**src/rtl/polyvecz_pack_ctrl_pkg.sv**
```systemverilog
// Shared Dilithium constants, the z-pack FSM state type and per-coefficient
// encode / range helpers for the gamma1 = 2^19 response format.
package polyvecz_pack_ctrl_pkg;

   localparam int N                 = 256;
   localparam int GAMMA1_LOG        = 19;
   localparam int GAMMA1            = 1 << GAMMA1_LOG;
   localparam int POLYZ_PACKEDBYTES = 640;
   localparam int PAIRS_PER_POLY    = N / 2;
   localparam int COEF_W            = GAMMA1_LOG + 1;
   localparam int WORD_W            = 2 * COEF_W;

   typedef enum logic [1:0] {
      IDLE  = 2'd0,
      RUN   = 2'd1,
      DRAIN = 2'd2,
      DONE  = 2'd3
   } pack_state_e;

   // gamma1 - a taken mod 2^32; only the low 20 bits go on the wire
   function automatic logic [COEF_W-1:0] z_encode(input logic signed [31:0] a);
      logic [31:0] diff;
      diff = 32'(GAMMA1) - a;
      return diff[COEF_W-1:0];
   endfunction

   function automatic logic z_in_range(input logic signed [31:0] a);
      return (a > -GAMMA1) && (a <= GAMMA1);
   endfunction

endpackage

```
**src/rtl/polyvecz_pack_ctrl_pair_pack.sv**
```systemverilog
// Combinational packer for one coefficient pair {a1, a0} into a 40-bit
// little-endian word {t1, t0}, with an out-of-range flag for either coefficient.
module polyz_pair_pack
   import polyvecz_pack_ctrl_pkg::*;
(
   input  logic [63:0]       pair_data,
   output logic [WORD_W-1:0] word,
   output logic              range_err
);

   logic signed [31:0] a0;
   logic signed [31:0] a1;

   assign a0        = pair_data[31:0];
   assign a1        = pair_data[63:32];
   assign word      = {z_encode(a1), z_encode(a0)};
   assign range_err = !(z_in_range(a0) && z_in_range(a1));

endmodule

```
**src/rtl/polyvecz_pack_ctrl.sv**
```systemverilog
// Sequencer that streams the z vector out of the coefficient RAM, packs each
// pair and hands 40-bit words to the signature writer through a 2-entry FIFO.
module polyvecz_pack_ctrl
   import polyvecz_pack_ctrl_pkg::*;
#(
   parameter int L      = 5,
   parameter int ADDR_W = 10
) (
   input  logic              clk,
   input  logic              rst_n,
   input  logic              start,
   output logic              busy,
   output logic              done,
   output logic              range_err,
   output logic              rd_en,
   output logic [ADDR_W-1:0] rd_addr,
   input  logic [63:0]       rd_data,
   output logic              out_valid,
   input  logic              out_ready,
   output logic [WORD_W-1:0] out_data,
   output logic [ADDR_W-1:0] out_idx
);

   localparam int PW     = (L > 1) ? $clog2(L) : 1;
   localparam int PAIR_W = $clog2(PAIRS_PER_POLY);

   pack_state_e       state_q, state_d;
   logic [PAIR_W-1:0] pair_q, pair_d;
   logic [PW-1:0]     poly_q, poly_d;
   logic              rdv_q, rdv_d;
   logic [1:0]        count_q, count_d;
   logic              wr_ptr_q, wr_ptr_d;
   logic              rd_ptr_q, rd_ptr_d;
   logic              range_err_q, range_err_d;
   logic [ADDR_W-1:0] out_idx_q, out_idx_d;
   logic [WORD_W-1:0] mem_q [2];

   logic              pop;
   logic              push;
   logic              issue;
   logic              last_pair;
   logic [2:0]        occupancy;
   logic [WORD_W-1:0] pack_word;
   logic              pack_err;

   polyz_pair_pack u_pair_pack (
      .pair_data (rd_data),
      .word      (pack_word),
      .range_err (pack_err)
   );

   // rdv_q marks the cycle in which rd_data carries the pair read last cycle
   assign push      = rdv_q;
   assign pop       = out_valid && out_ready;
   assign occupancy = {1'b0, count_q} + {2'b00, rdv_q} - {2'b00, pop};
   assign issue     = (state_q == RUN) && (occupancy < 3'd2);
   assign last_pair = (poly_q == PW'(L - 1)) && (pair_q == PAIR_W'(PAIRS_PER_POLY - 1));

   always_comb begin
      state_d     = state_q;
      pair_d      = pair_q;
      poly_d      = poly_q;
      rdv_d       = issue;
      count_d     = count_q + {1'b0, push} - {1'b0, pop};
      wr_ptr_d    = push ? ~wr_ptr_q : wr_ptr_q;
      rd_ptr_d    = pop ? ~rd_ptr_q : rd_ptr_q;
      range_err_d = range_err_q | (push & pack_err);
      out_idx_d   = pop ? out_idx_q + ADDR_W'(1) : out_idx_q;

      case (state_q)
         IDLE: begin
            if (start) begin
               state_d     = RUN;
               pair_d      = '0;
               poly_d      = '0;
               range_err_d = 1'b0;
               out_idx_d   = '0;
            end
         end
         RUN: begin
            if (issue) begin
               if (last_pair) begin
                  state_d = DRAIN;
               end else if (pair_q == PAIR_W'(PAIRS_PER_POLY - 1)) begin
                  pair_d = '0;
                  poly_d = poly_q + PW'(1);
               end else begin
                  pair_d = pair_q + PAIR_W'(1);
               end
            end
         end
         DRAIN: begin
            if (!rdv_q && (count_d == 2'd0)) begin
               state_d = DONE;
            end
         end
         DONE: begin
            state_d = IDLE;
         end
         default: state_d = IDLE;
      endcase
   end

   always_ff @(posedge clk or negedge rst_n) begin
      if (!rst_n) begin
         state_q     <= IDLE;
         pair_q      <= '0;
         poly_q      <= '0;
         rdv_q       <= 1'b0;
         count_q     <= 2'd0;
         wr_ptr_q    <= 1'b0;
         rd_ptr_q    <= 1'b0;
         range_err_q <= 1'b0;
         out_idx_q   <= '0;
         for (int i = 0; i < 2; i++) begin
            mem_q[i] <= '0;
         end
      end else begin
         state_q     <= state_d;
         pair_q      <= pair_d;
         poly_q      <= poly_d;
         rdv_q       <= rdv_d;
         count_q     <= count_d;
         wr_ptr_q    <= wr_ptr_d;
         rd_ptr_q    <= rd_ptr_d;
         range_err_q <= range_err_d;
         out_idx_q   <= out_idx_d;
         if (push) begin
            mem_q[wr_ptr_q] <= pack_word;
         end
      end
   end

   assign busy      = (state_q != IDLE);
   assign done      = (state_q == DONE);
   assign range_err = range_err_q;
   assign rd_en     = issue;
   assign rd_addr   = ADDR_W'({poly_q, pair_q});
   assign out_valid = (count_q != 2'd0);
   assign out_data  = mem_q[rd_ptr_q];
   assign out_idx   = out_idx_q;

endmodule

```
**config.mk**
```make
export PLATFORM = sky130hd
export DESIGN_NAME = polyvecz_pack_ctrl
export DESIGN_NICKNAME = d
export VERILOG_FILES = /design/src/rtl/polyvecz_pack_ctrl_pkg.sv /design/src/rtl/polyvecz_pack_ctrl_pair_pack.sv /design/src/rtl/polyvecz_pack_ctrl.sv
export SDC_FILE = /design/constraint.sdc
export NUM_CORES = 1
export LEC_CHECK = 0
export CORE_MARGIN = 8
export CORE_UTILIZATION = 32
export CTS_BUF_LIST = sky130_fd_sc_hd__clkbuf_4
export CTS_CLUSTER_DIAMETER = 60
export DETAILED_ROUTE_END_ITERATION = 10
export PLACE_DENSITY = 0.65
export REMOVE_ABC_BUFFERS = 1
export SETUP_SLACK_MARGIN = 0.5
export SLEW_MARGIN = 20
export SYNTH_ARGS = -nofsm -noshare
export SYNTH_HDL_FRONTEND = slang
export SYNTH_SLANG_ARGS = --single-unit
export TNS_END_PERCENT = 10
```
**constraint.sdc**
```tcl
create_clock -name clk -period 3.2 [get_ports clk]
set_input_delay 0.64 -clock clk [delete_from_list [all_inputs] [get_ports clk]]
set_output_delay 0.64 -clock clk [all_outputs]
set_load 0.05 [all_outputs]
```
# Word level (Yosys, flattened, before mapping)
# Cells that the tools add are included.
# totals
regBits	108
output_inout_bits	65
# classes
add_sub_neg	9
magnitude_cmp	8
n_eq_ne	11
mux	26
bitwise	6
n_reduce_logical	18
# op_table
cell	count
40-bit two-way mux	4
80-bit bitwise mux	1
32-bit by 20-bit > comparator with 1-bit output (second input constant)	2
32-bit by 21-bit <= comparator with 1-bit output (second input constant)	2
40-bit demux with 1-bit select	1
20-bit subtractor (first input constant)	2
10-bit two-way mux	3
7-bit two-way mux	4
7-bit one-hot mux with 2 select lines	1
3-bit two-way mux	4
10-bit by 1-bit adder with 10-bit output (second input constant)	1
2-bit != test (second input constant)	5
1-bit logical AND	8
2-bit two-way mux	4
2-bit one-hot mux with 4 select lines	1
4-bit AND reduction	2
7-bit by 1-bit adder with 7-bit output (second input constant)	1
7-bit equality test (second input constant)	1
3-bit one-hot mux with 2 select lines	1
2-bit nonzero test	3
5-bit AND reduction	1
2-bit equality test (second input constant)	2
2-bit >= comparator (second input constant)	2
2-bit logical NOT	2
other kinds (16)	20

# Depth between registers and ports, before layout
# Gate-level depths: netlist of run 1.
# logic_depth
depth_word	8
ltp_mapped	12
ltp_nobuf	11

# Modules after synthesis
# From an unflattened synthesis of run 1, not the netlist that was laid out.
# hier_totals
cells_unflattened	490
hier_area_um2	5780.5
# by_module_without_submodules
mod	n_inst	cells_per_inst	area_each_um2	seq_area_each_um2
polyvecz_pack_ctrl	1	367	4938.5	2702.6
polyz_pair_pack	1	123	842.1	0.0

# Worst setup path after synthesis of run 1
# Ideal clock, no wire load.
# synth_timing
kind	register to output
start	register count_q[1]
end	output rd_en
t_arrival_ps	3449
t_required_ps	2560
path_slack_ps	-889
stages_incl_launch_ff	10
path_buffers	1
cell_sequence	dfrtp_1 > or2_2 > and2_1 > clkbuf_1 > ha_1 > inv_1 > ha_1 > fa_1 > xnor2_1 > nor3_1
# synth_between
elab_chain_len	5
elab_cells_between_ends	6
cone_classes	2 x add/sub; 1 x order compare; 3 x reduce/logical
# synth_rtl
element	line	text
start: declaration	polyvecz_pack_ctrl.sv:31	logic [1:0] count_q, count_d;
start signal: assignment	polyvecz_pack_ctrl.sv:123	count_q <= count_d;
2-bit nonzero test	polyvecz_pack_ctrl.sv:139	assign out_valid = (count_q != 2'd0);
net out_valid	polyvecz_pack_ctrl.sv:18	output logic out_valid,
1-bit logical AND	polyvecz_pack_ctrl.sv:54	assign pop = out_valid && out_ready;
3-bit by 1-bit subtractor with 3-bit output	polyvecz_pack_ctrl.sv:55	assign occupancy = {1'b0, count_q} + {2'b00, rdv_q} - {2'b00, pop};
3-bit by 2-bit less-than comparator with 1-bit output	polyvecz_pack_ctrl.sv:56	assign issue = (state_q == RUN) && (occupancy < 3'd2);
1-bit logical AND	polyvecz_pack_ctrl.sv:56	
end: declaration	polyvecz_pack_ctrl.sv:15	output logic rd_en,
# The timed path passes the listed nets, and every way through them passes these cells.

# Worst setup path in the final report of run 1
# layout_timing
start	register count_q[1]
end	output rd_en
# layout_between
elab_chain_len	5
elab_cells_between_ends	6
cone_classes	2 x add/sub; 1 x order compare; 3 x reduce/logical
# layout_rtl
element	line
parallel branches: the longest is 2 deep, another holds 2-bit by 1-bit adder with 3-bit output	-
3-bit by 1-bit subtractor with 3-bit output (*)	polyvecz_pack_ctrl.sv:55
3-bit by 2-bit less-than comparator with 1-bit output (*)	polyvecz_pack_ctrl.sv:56
1-bit logical AND (*)	polyvecz_pack_ctrl.sv:56
# Every way passes the cells marked *.

==> summary.txt, run 1 <==
Floorplanning
  – Boundary Pins: ~130
  – Die H: between 100 and 150 um
  – Starting density of the core: 32.8%
  – DIE AREA: 0.0222 mm2
  – Floorplan row count: 48
  – Die width: roughly 150 um
  – Core area: 0.0173 mm2

Clock tree
  – Reg clk slew, reported paths: 0.19 ns
  – CTS sink count: 108
  – Num CTS Buffers: 9
  – Clk Latency, worst-skew pair: 0.47 ns
  – H-Tree Depth: 3
  – CTS tree: built
  – Max clock buf depth: 2
  – Clk root buf: clkbuf_4

Cells and area
  – Commonest cells after routing, fill and taps aside: 107 x dfrtp_1, 95 x nand2_1, 89 x clkdlybuf4s50_1
  – Layout area overhead: 34.5%
  – Fill count: between 1500 and 2000
  – Design area: 0.00763 mm2
  – Fin util: between 40% and 50%
  – Share of post-route cells with drive strength above 1: between 10% and 20%
  – Layout net count: approximately 800
  – Most common cell after layout, fill and taps aside: dfrtp_1

Timing
  – Layout Skew: slightly below 0.03 ns
  – Final hold vios: 0
  – Final Cycle Share: 104%
  – Setup violations, final: 1
  – Final worst setup slack: -0.129 ns
  – Relative slew slack: 44.4%
  – Slew Limit Fails: 0
  – Fmax: 300 MHz
  – Least-Margin Pin Slew: approximately 0.83 ns
  – Tmin final: 3.33 ns
  – Fin Hold WS: about 0.14 ns
  – RSZ-0062 raised after global routing: yes

Worst setup path
  – Cell repeated most along the worst path: ha_4
  – Worst path arrival time: 2.69 ns
  – R2R Setup Slk: around 0.060 ns
  – Crit Reg-Reg Endpoint: state_q[1]
  – Crit. Startpoint: count_q[1]
  – CP bufs+invs: 3
  – CP max FO: 2
  – Reg-to-reg startpoint: count_q[1]
  – CP max-delay cell: dfrtp_1
  – Req. time, crit path: 2.56 ns
  – Crit. End Element: output pin
  – Cell Chain, Critical Path: or2_4, and2_4, ha_4, inv_2, ha_4, fa_2, xnor2_4, nor3_2, buf_4, buf_12
  – R2R cell count: 13
  – Top delay family on crit path: adder cells
  – Crit Path Class: flip-flop to output pin
  – Slowest cell delay on critical path: between 0.4 and 0.5 ns
  – Type of origin of the critical path: flip-flop

Yosys
  – Area contributors post-synth: dfrtp_1 48%, mux2_2 9.1%, nand2_1 6.4%, o21ai_0 4.1%, xor2_1 3.9%
  – Yosys cell types: 53
  – Post-synth ARST share: 100%
  – Post-Syn Area: about 0.0057 mm2
  – Synth area leader: dfrtp_1
  – Post-synthesis sequential element count: between 100 and 150
  – Yosys warnings: 0
  – Post-synth EDFFs: 0
  – Syn_area_per_cell: ~9.9 um2
  – Synthesized instance count: ~570
  – Synth top area share: between 40% and 50%
  – Synth Flop Type: dfrtp_1
  – Register area share after synthesis: 47.6%

Global routing
  – GRT Overall Usage: roughly 14%
  – Antenna violations before repair: 1
  – Vias in the first global route: 4748
  – Largest net degree at the start of global routing: between 40 and 50
  – Total gr overflow: 0
  – Global-route wire length before repair: approximately 25 mm

Place
  – Port Buffers: ~130
  – DP Worst Slack: -0.275 ns
  – Gpl congestion: approximately 0.75
  – Detailed placer's ending HPWL: 11.1 mm
  – Post-Place Cell Area: roughly 0.0073 mm2

Power
  – Net Sw Frac: between 40% and 50%
  – LEAKAGE: approximately 0.0033 uW
  – Clk pwr share: a little under a tenth
  – Max rail drop VDD: slightly above 0.5 mV
  – Sequential power share: just under 30%
  – PwrDens: about 1000 mW/mm2
  – Final Power: a little under 8000 uW
  – Comb power frac: between 60 and 70%
  – Design internal power: between 3000 and 4000 uW
  – Sw Pwr: roughly 3900 uW

Hold path
  – HP Class: input pin to async pin

Flow run
  – Number of max-cap violations: 0

Run status
  – Failing checks: setup timing
  – Status: finished, violations left

Route
  – Drt pass-1 iters: 4
  – Drt wl/cell: ~16 um
  – Routed vias/inst: about 4.8
  – Total wire length: approximately 15 mm
  – DR vias: around 4500
  – Initial DRC Count: ~150
  – Antenna viol nets, final: 0
  – Drc violations: 0
worst reg2reg max path: cells and delay by family, from the launching register on:
| family | cells | cell delay [ns] |
|---|---|---|
| compound gates | 2 | 0.53 |
| flops | 1 | 0.41 |
| simple gates | 3 | 0.56 |
| fa+ha+maj | 3 | 0.80 |
| buf+inv | 3 | 0.30 |
| xor+xnor | 1 | 0.15 |
| mux | 1 | 0.31 |
final cells by class:
type | instances | area, um2 | area share (%)
antenna | 1 | 2.50 | 0.0328
clock buffer | 9 | 67.6 | 0.885
clock inverter | 7 | 73.8 | 0.967
inverter | 19 | 71.3 | 0.934
multi-input combinational | 419 | 2950 | 38.7
sequential | 108 | 2700 | 35.4
tap | 225 | 282 | 3.69
timing repair buffer | 156 | 1480 | 19.4
power by group through the flow:
stage               combinational, uW  sequential (uW)  clock, uW
floorplan                        2940             2510          0
global placement                 4740             2310          0
detailed placement               4770             2330          0
CTS                              4710             2300        754
global route                     5130             2390        806
finish                           4780             2300        718
per-layer routing:
layer | share of wire, % | global-route usage, %
met4 | 1.2 | 4.39
met1 | 46 | 17.4
met2 | 48 | 22.7
met3 | 4.9 | 3.19
met5 | 0 | 0
per-stage QoR:
| stage | TNS [ns] | instances |
|---|---|---|
| 2_1_floorplan | -3.45 | 546 |
| 3_3_place_gp | -1.25 | 921 |
| 3_5_place_dp | -1.55 | 921 |
| 4_1_cts | -0.259 | 941 |
| 5_1_grt | -0.288 | 944 |
| 6_report | -0.129 | 944 |
worst max path at each step:
| stage | endpoint | slack, ns | depth (start not counted) |
|---|---|---|---|
| CTS | rd_en | -0.26 | 10 |
| detailed placement | rd_en | -0.28 | 10 |
| finish | rd_en | -0.13 | 10 |
| floorplan | rd_en | -0.80 | 8 |
| global route | rd_en | -0.27 | 10 |
| global placement | rd_en | -0.25 | 10 |
registers in the layout (all words and copies together), names as in the netlist, 2 cells and up:
| name | flops |
|---|---|
| poly_q | 3 |
| mem_q | 80 |
| pair_q | 7 |
| state_q | 2 |
| out_idx | 10 |
| count_q | 2 |
kinds of logic after synthesis:
kind of cell | Yosys count | share of synthesized area, %
simple gates | 200 | 18.1
compound gates | 108 | 11.0
flops | 108 | 47.6
xor+xnor | 49 | 7.57
mux | 48 | 9.51
buf+inv | 44 | 2.91
fa+ha+maj | 14 | 3.22
repair_timing:
item,4_1_cts,5_1_grt
gates resized for setup,60,10
pin swaps,14,12
buffers inserted,4,2
endpoints found under the setup margin,54,22
hold buffers,0,0
synthesized netlist by cell type, types with 3 or more instances:
cell,instances
a21oi_1,8
and2_1,3
buf_1,5
clkbuf_1,20
dfrtp_1,108
ha_1,13
inv_1,19
mux2_2,46
nand2_1,96
nand3_1,13
nand4_1,12
nor2_1,25
nor3_1,6
nor3b_1,3
nor4_1,11
o21ai_0,46
o21ai_1,36
or3_1,7
or4_1,4
or4_4,3
xnor2_1,24
xor2_1,25
Note: power is estimated with default switching activity, not from simulation.
==> inputs of run 2 (changes only) <==
Settings changed: CTS_CLUSTER_DIAMETER 60 to default.
==> results of run 2 <==
Final layout, timing and power as in run 1 (identical DEF).
==> patch 1 (settings of run 2) <==
The 4 states of `pack_state_e` get a one-hot encoding in 4 bits.
--- a/src/rtl/polyvecz_pack_ctrl_pkg.sv
+++ b/src/rtl/polyvecz_pack_ctrl_pkg.sv
@@ -10,11 +10,11 @@
    localparam int COEF_W            = GAMMA1_LOG + 1;
    localparam int WORD_W            = 2 * COEF_W;
 
-   typedef enum logic [1:0] {
-      IDLE  = 2'd0,
-      RUN   = 2'd1,
-      DRAIN = 2'd2,
-      DONE  = 2'd3
+   typedef enum logic [3:0] {
+      IDLE  = 4'b0001,
+      RUN   = 4'b0010,
+      DRAIN = 4'b0100,
+      DONE  = 4'b1000
    } pack_state_e;
 
    // gamma1 - a taken mod 2^32; only the low 20 bits go on the wire
Formal check against the unedited RTL: same outputs for any inputs over 10 cycles, from zero or initial values and one cycle with rst_n low; not proved beyond that.
==> patch 1 against run 2 <==
- worst setup slack improved by 0.15 ns
- core utilization is 0.55 points lower
- wire length about the same
- first-iteration DRC count is 33% higher
- cell area shrank 1.6%
- synthesized cell count down 0.53%
- sequential cell count up 2
- via count grew 1.7%
- power decreased by 8.5%
- global-route usage decreased by 0.22 points
- area after synthesis fell by 1.2%
- non-clock buffer count grew 10
- clock power is 7.5% higher
- largest cell class unchanged
- largest power group unchanged
==> patch 1: results (changes against run 2) <==
global_route:
  antenna_found_initial: 0  # was 1
  grt_pass1_wl_mm: 23.9  # was 24.6 mm
  grt_pass1_vias: 4677  # was 4748
  grt_usage_pct: 13.5  # was 13.7%
place:
  dpl_cell_area_um2: 7310  # was 7340 um2
  gp_congestion: 0.777  # was 0.748
  dp_hpwl_mm: 10.9  # was 11.1 mm
power:
  peakVddDrop_mv: 0.561  # was 0.510 mV
  power.leakage_nw: 3.30  # was 3.31 nW
  power.internal_mw: 3.68  # was 3.93 mW
clock_tree:
  ctsResizeCount: 52  # was 60
  clk_pin_slew_ns: 0.16  # was 0.19 ns
  cts_setup_buffers: 6  # was 4
logic_synthesis:
  ys_seq_area_share_pct: 49.1  # was 47.6%
  yosys-top-cells-count: "109 x dfrtp_1, 102 x nand2_1, 80 x o21ai_0, 45 x mux2_2, 31 x xor2_1"  # was 108 x dfrtp_1, 96 x nand2_1, 46 x mux2_2, 46 x o21ai_0, 36 x o21ai_1
  synth.distinct_cells: 46  # was 53
outcome:
  status: "finished clean"  # was finished with violations
worst_setup_path:
  worstPathArrival_ns: 2.54  # was 2.69 ns
  r2r_slack_ns: 0.35  # was 0.06 ns
final_layout:
  antenna_cells: 0  # was 1
  drive_above_1_share_pct: 23.3  # was 17.3%
  nNetsFinal: 797  # was 795
detailed_routing:
  num_vias: 4608  # was 4529
  vias_per_cell: 4.85  # was 4.80
  avgRoutedWirePerCell_um: 15.7  # was 15.8 um
  dr.first_iter.drc_count: 196  # was 147
sta:
  holdWs_ns: 0.247  # was 0.139 ns
  skew_ns: 0.0173  # was 0.0292 ns
  relSlewSlack_pct: 41.0  # was 44.4%
-- patch 1: cell count changes after synthesis, sizes merged, moves of 6 or more --
| cell | change |
|---|---|
| nand2 | +6 |
| nor4b | +6 |
| o31ai | +9 |
| xnor2 | -11 |
| xor2 | +6 |
-- patch 1: power by group through the flow --
stage	clock network, mW	logic (mW)	registers [mW]
2_1_floorplan	0	2.67	2.38
3_3_place_gp	0	4.18	2.27
3_5_place_dp	0	4.21	2.29
4_1_cts	0.812	4.06	2.26
5_1_grt	0.861	4.42	2.33
6_report	0.772	4.11	2.25
-- patch 1: cell type report --
type / instances / area, um2
clock inverter: 7 / 88.8
sequential: 110 / 2760
clock buffer: 9 / 67.6
inverter: 15 / 58.8
multi-input combinational: 418 / 2820
timing repair buffer: 166 / 1440
tap: 225 / 282
fill: 1718 / 9730
-- patch 1: per-layer routing --
layer,part of all wire [%],GRT usage (%),vias up
met1,46,17.6,2181
met2,46,21.2,119
met5,0,0,-
li1,-,-,2299
met3,6.5,4.38,9
met4,0.88,3.42,0
-- patch 1: kinds of logic (layout without fill, tap and decap cells) --
logic type               after synthesis  count (layout)  synth area share [%]
multiplexers                          49              49                  9.82
AND/OR/NAND/NOR                      211             211                  18.9
flip-flops                           110             110                  49.1
AO/OA/AOI/OAI                        105             105                  10.4
adder cells (fa/ha/maj)                9               9                  2.14
buffers and inverters                 40             197                  2.68
XOR/XNOR                              44              44                  6.87
-- patch 1: worst paths after layout --
check | end | depth (start not counted)
max | rd_en | 10
min | pair_q[1] | 1
max reg2reg | pair_q[5] | 13
min reg2reg | mem_q[22] | 2
max in group asynchronous | mem_q[66] | 2
min in group clk | mem_q[22] | 2
==> patch 2 (flow settings as in run 2) <==
Without the edit above. Change the parameter `L` from 5 to 4.
--- a/src/rtl/polyvecz_pack_ctrl.sv
+++ b/src/rtl/polyvecz_pack_ctrl.sv
@@ -3,7 +3,7 @@
 module polyvecz_pack_ctrl
    import polyvecz_pack_ctrl_pkg::*;
 #(
-   parameter int L      = 5,
+   parameter int L      = 4,
    parameter int ADDR_W = 10
 ) (
    input  logic              clk,
Function: same outputs for any inputs over 10 cycles, from zero or initial values and one cycle with rst_n low; that may be too few to reach the edited logic, so the function may still have changed.
==> patch 2 against run 2 <==
- the flow still finishes with violations (setup timing)
- die area decreased by 2.6%
- cell area down 4.3%
- power fell by 1.1%
- area after synthesis fell by 2.9%
- worst setup slack better by 0.057 ns
- wire length shrank 4.0%
- sequential cell count is 1 lower
- maximum frequency grew 1.7%
==> patch 2: results (changes against run 2) <==
global_route:
  grt_pass1_vias: 4692  # was 4748
  antenna_found_initial: 0  # was 1
  use_met1_pct: 17.0  # was 17.4%
  grt_max_degree: 94  # was 45
  met2_usage_pct: 22.0  # was 22.7%
  grt_usage_pct: 13.5  # was 13.7%
worst_setup_path:
  cp_max_fo: 3  # was 2
  r2r_slack_ns: 0.08  # was 0.06 ns
  worstPathArrival_ns: 2.63  # was 2.69 ns
place:
  dpl_worst_slack_ns: -0.246  # was -0.275 ns
  placed_cells: 917  # was 921
  dpl_cell_area_um2: 7210  # was 7340 um2
  portBuffers: 131  # was 132
  dp_hpwl_mm: 10.5  # was 11.1 mm
detailed_routing:
  num_vias: 4542  # was 4529
  postRouteWirelength_mm: 14.3  # was 14.9 mm
  dr.first_iter.drc_count: 126  # was 147
  wl_met3_um: 764  # was 729 um
final_layout:
  design_area_um2: 7310  # was 7630 um2
  clkCellAreaFrac_pct: 1.97  # was 1.85%
  buffers: 163  # was 156
  multi_input_cells: 415  # was 419
  fillerInstances: 1723  # was 1722
  register_area_um2: 2680  # was 2700 um2
  multi_input_area_um2: 2740  # was 2950 um2
  inverters: 14  # was 19
  nNetsFinal: 791  # was 795
  area_share_nonclk_buffers_pct: 19.3  # was 19.4%
sta:
  tns_ns: -0.0724  # was -0.129 ns
  relSlewSlack_pct: 41.8  # was 44.4%
  fin_ws_ns: -0.0724  # was -0.129 ns
  setup_viol: 1  # unchanged
  skew_ns: 0.0205  # was 0.0292 ns
power:
  powerDensity_nw_per_um2: 1060  # was 1020 nW/um2
  p_comb_share_pct: 60.2  # was 61.3%
logic_synthesis:
  synth_cells: 566  # was 571
  yosys-top-cells-count: "107 x dfrtp_1, 100 x nand2_1, 86 x o21ai_0, 46 x mux2_2, 30 x xor2_1"  # was 108 x dfrtp_1, 96 x nand2_1, 46 x mux2_2, 46 x o21ai_0, 36 x o21ai_1
  ys_seq_area_share_pct: 48.6  # was 47.6%
  synthTopCellsByArea: "dfrtp_1 49%, mux2_2 9.4%, o21ai_0 7.8%, nand2_1 6.8%, xor2_1 4.8%"  # was dfrtp_1 48%, mux2_2 9.1%, nand2_1 6.4%, o21ai_0 4.1%, xor2_1 3.9%
outcome:
  failed_checks: "setup timing"  # unchanged
  status: "finished with violations"  # unchanged
clock_tree:
  cts_setup_buffers: 1  # was 4
  ctsHoldBuffers: 1  # was 0
hold_path:
  worstHoldPathType: "reg -> reg"  # was in -> async
[patch 2: cell count changes in the layout (fill, tap and decap cells not counted), moves of 7 or more]
cell           change
buf_4              +8
clkbuf_2          +34
dlygate4sd2_1     -34
nor3_1             +7
o21ai_0           +40
o21ai_1           -34
xnor2_1           -13
[patch 2: kinds of logic (layout without fill, tap and decap cells)]
| kind of cell | after synthesis | in the layout | share of synthesized area, % |
|---|---|---|---|
| simple gates | 203 | 203 | 18.0 |
| compound gates | 108 | 108 | 10.7 |
| flops | 107 | 107 | 48.6 |
| mux | 48 | 48 | 9.76 |
| buf+inv | 44 | 193 | 3.09 |
| xor+xnor | 42 | 42 | 6.68 |
| fa+ha+maj | 13 | 13 | 3.09 |
| other cells | 1 | 1 | 0.0681 |
[patch 2: critical path, cell delays in order (launching register included)]
cell     delay, ns
dfrtp_1       0.43
or2_4         0.26
and2_4        0.15
ha_4          0.25
inv_2         0.03
ha_4          0.15
fa_2          0.55
nor3_2        0.05
buf_4         0.14
buf_12        0.14
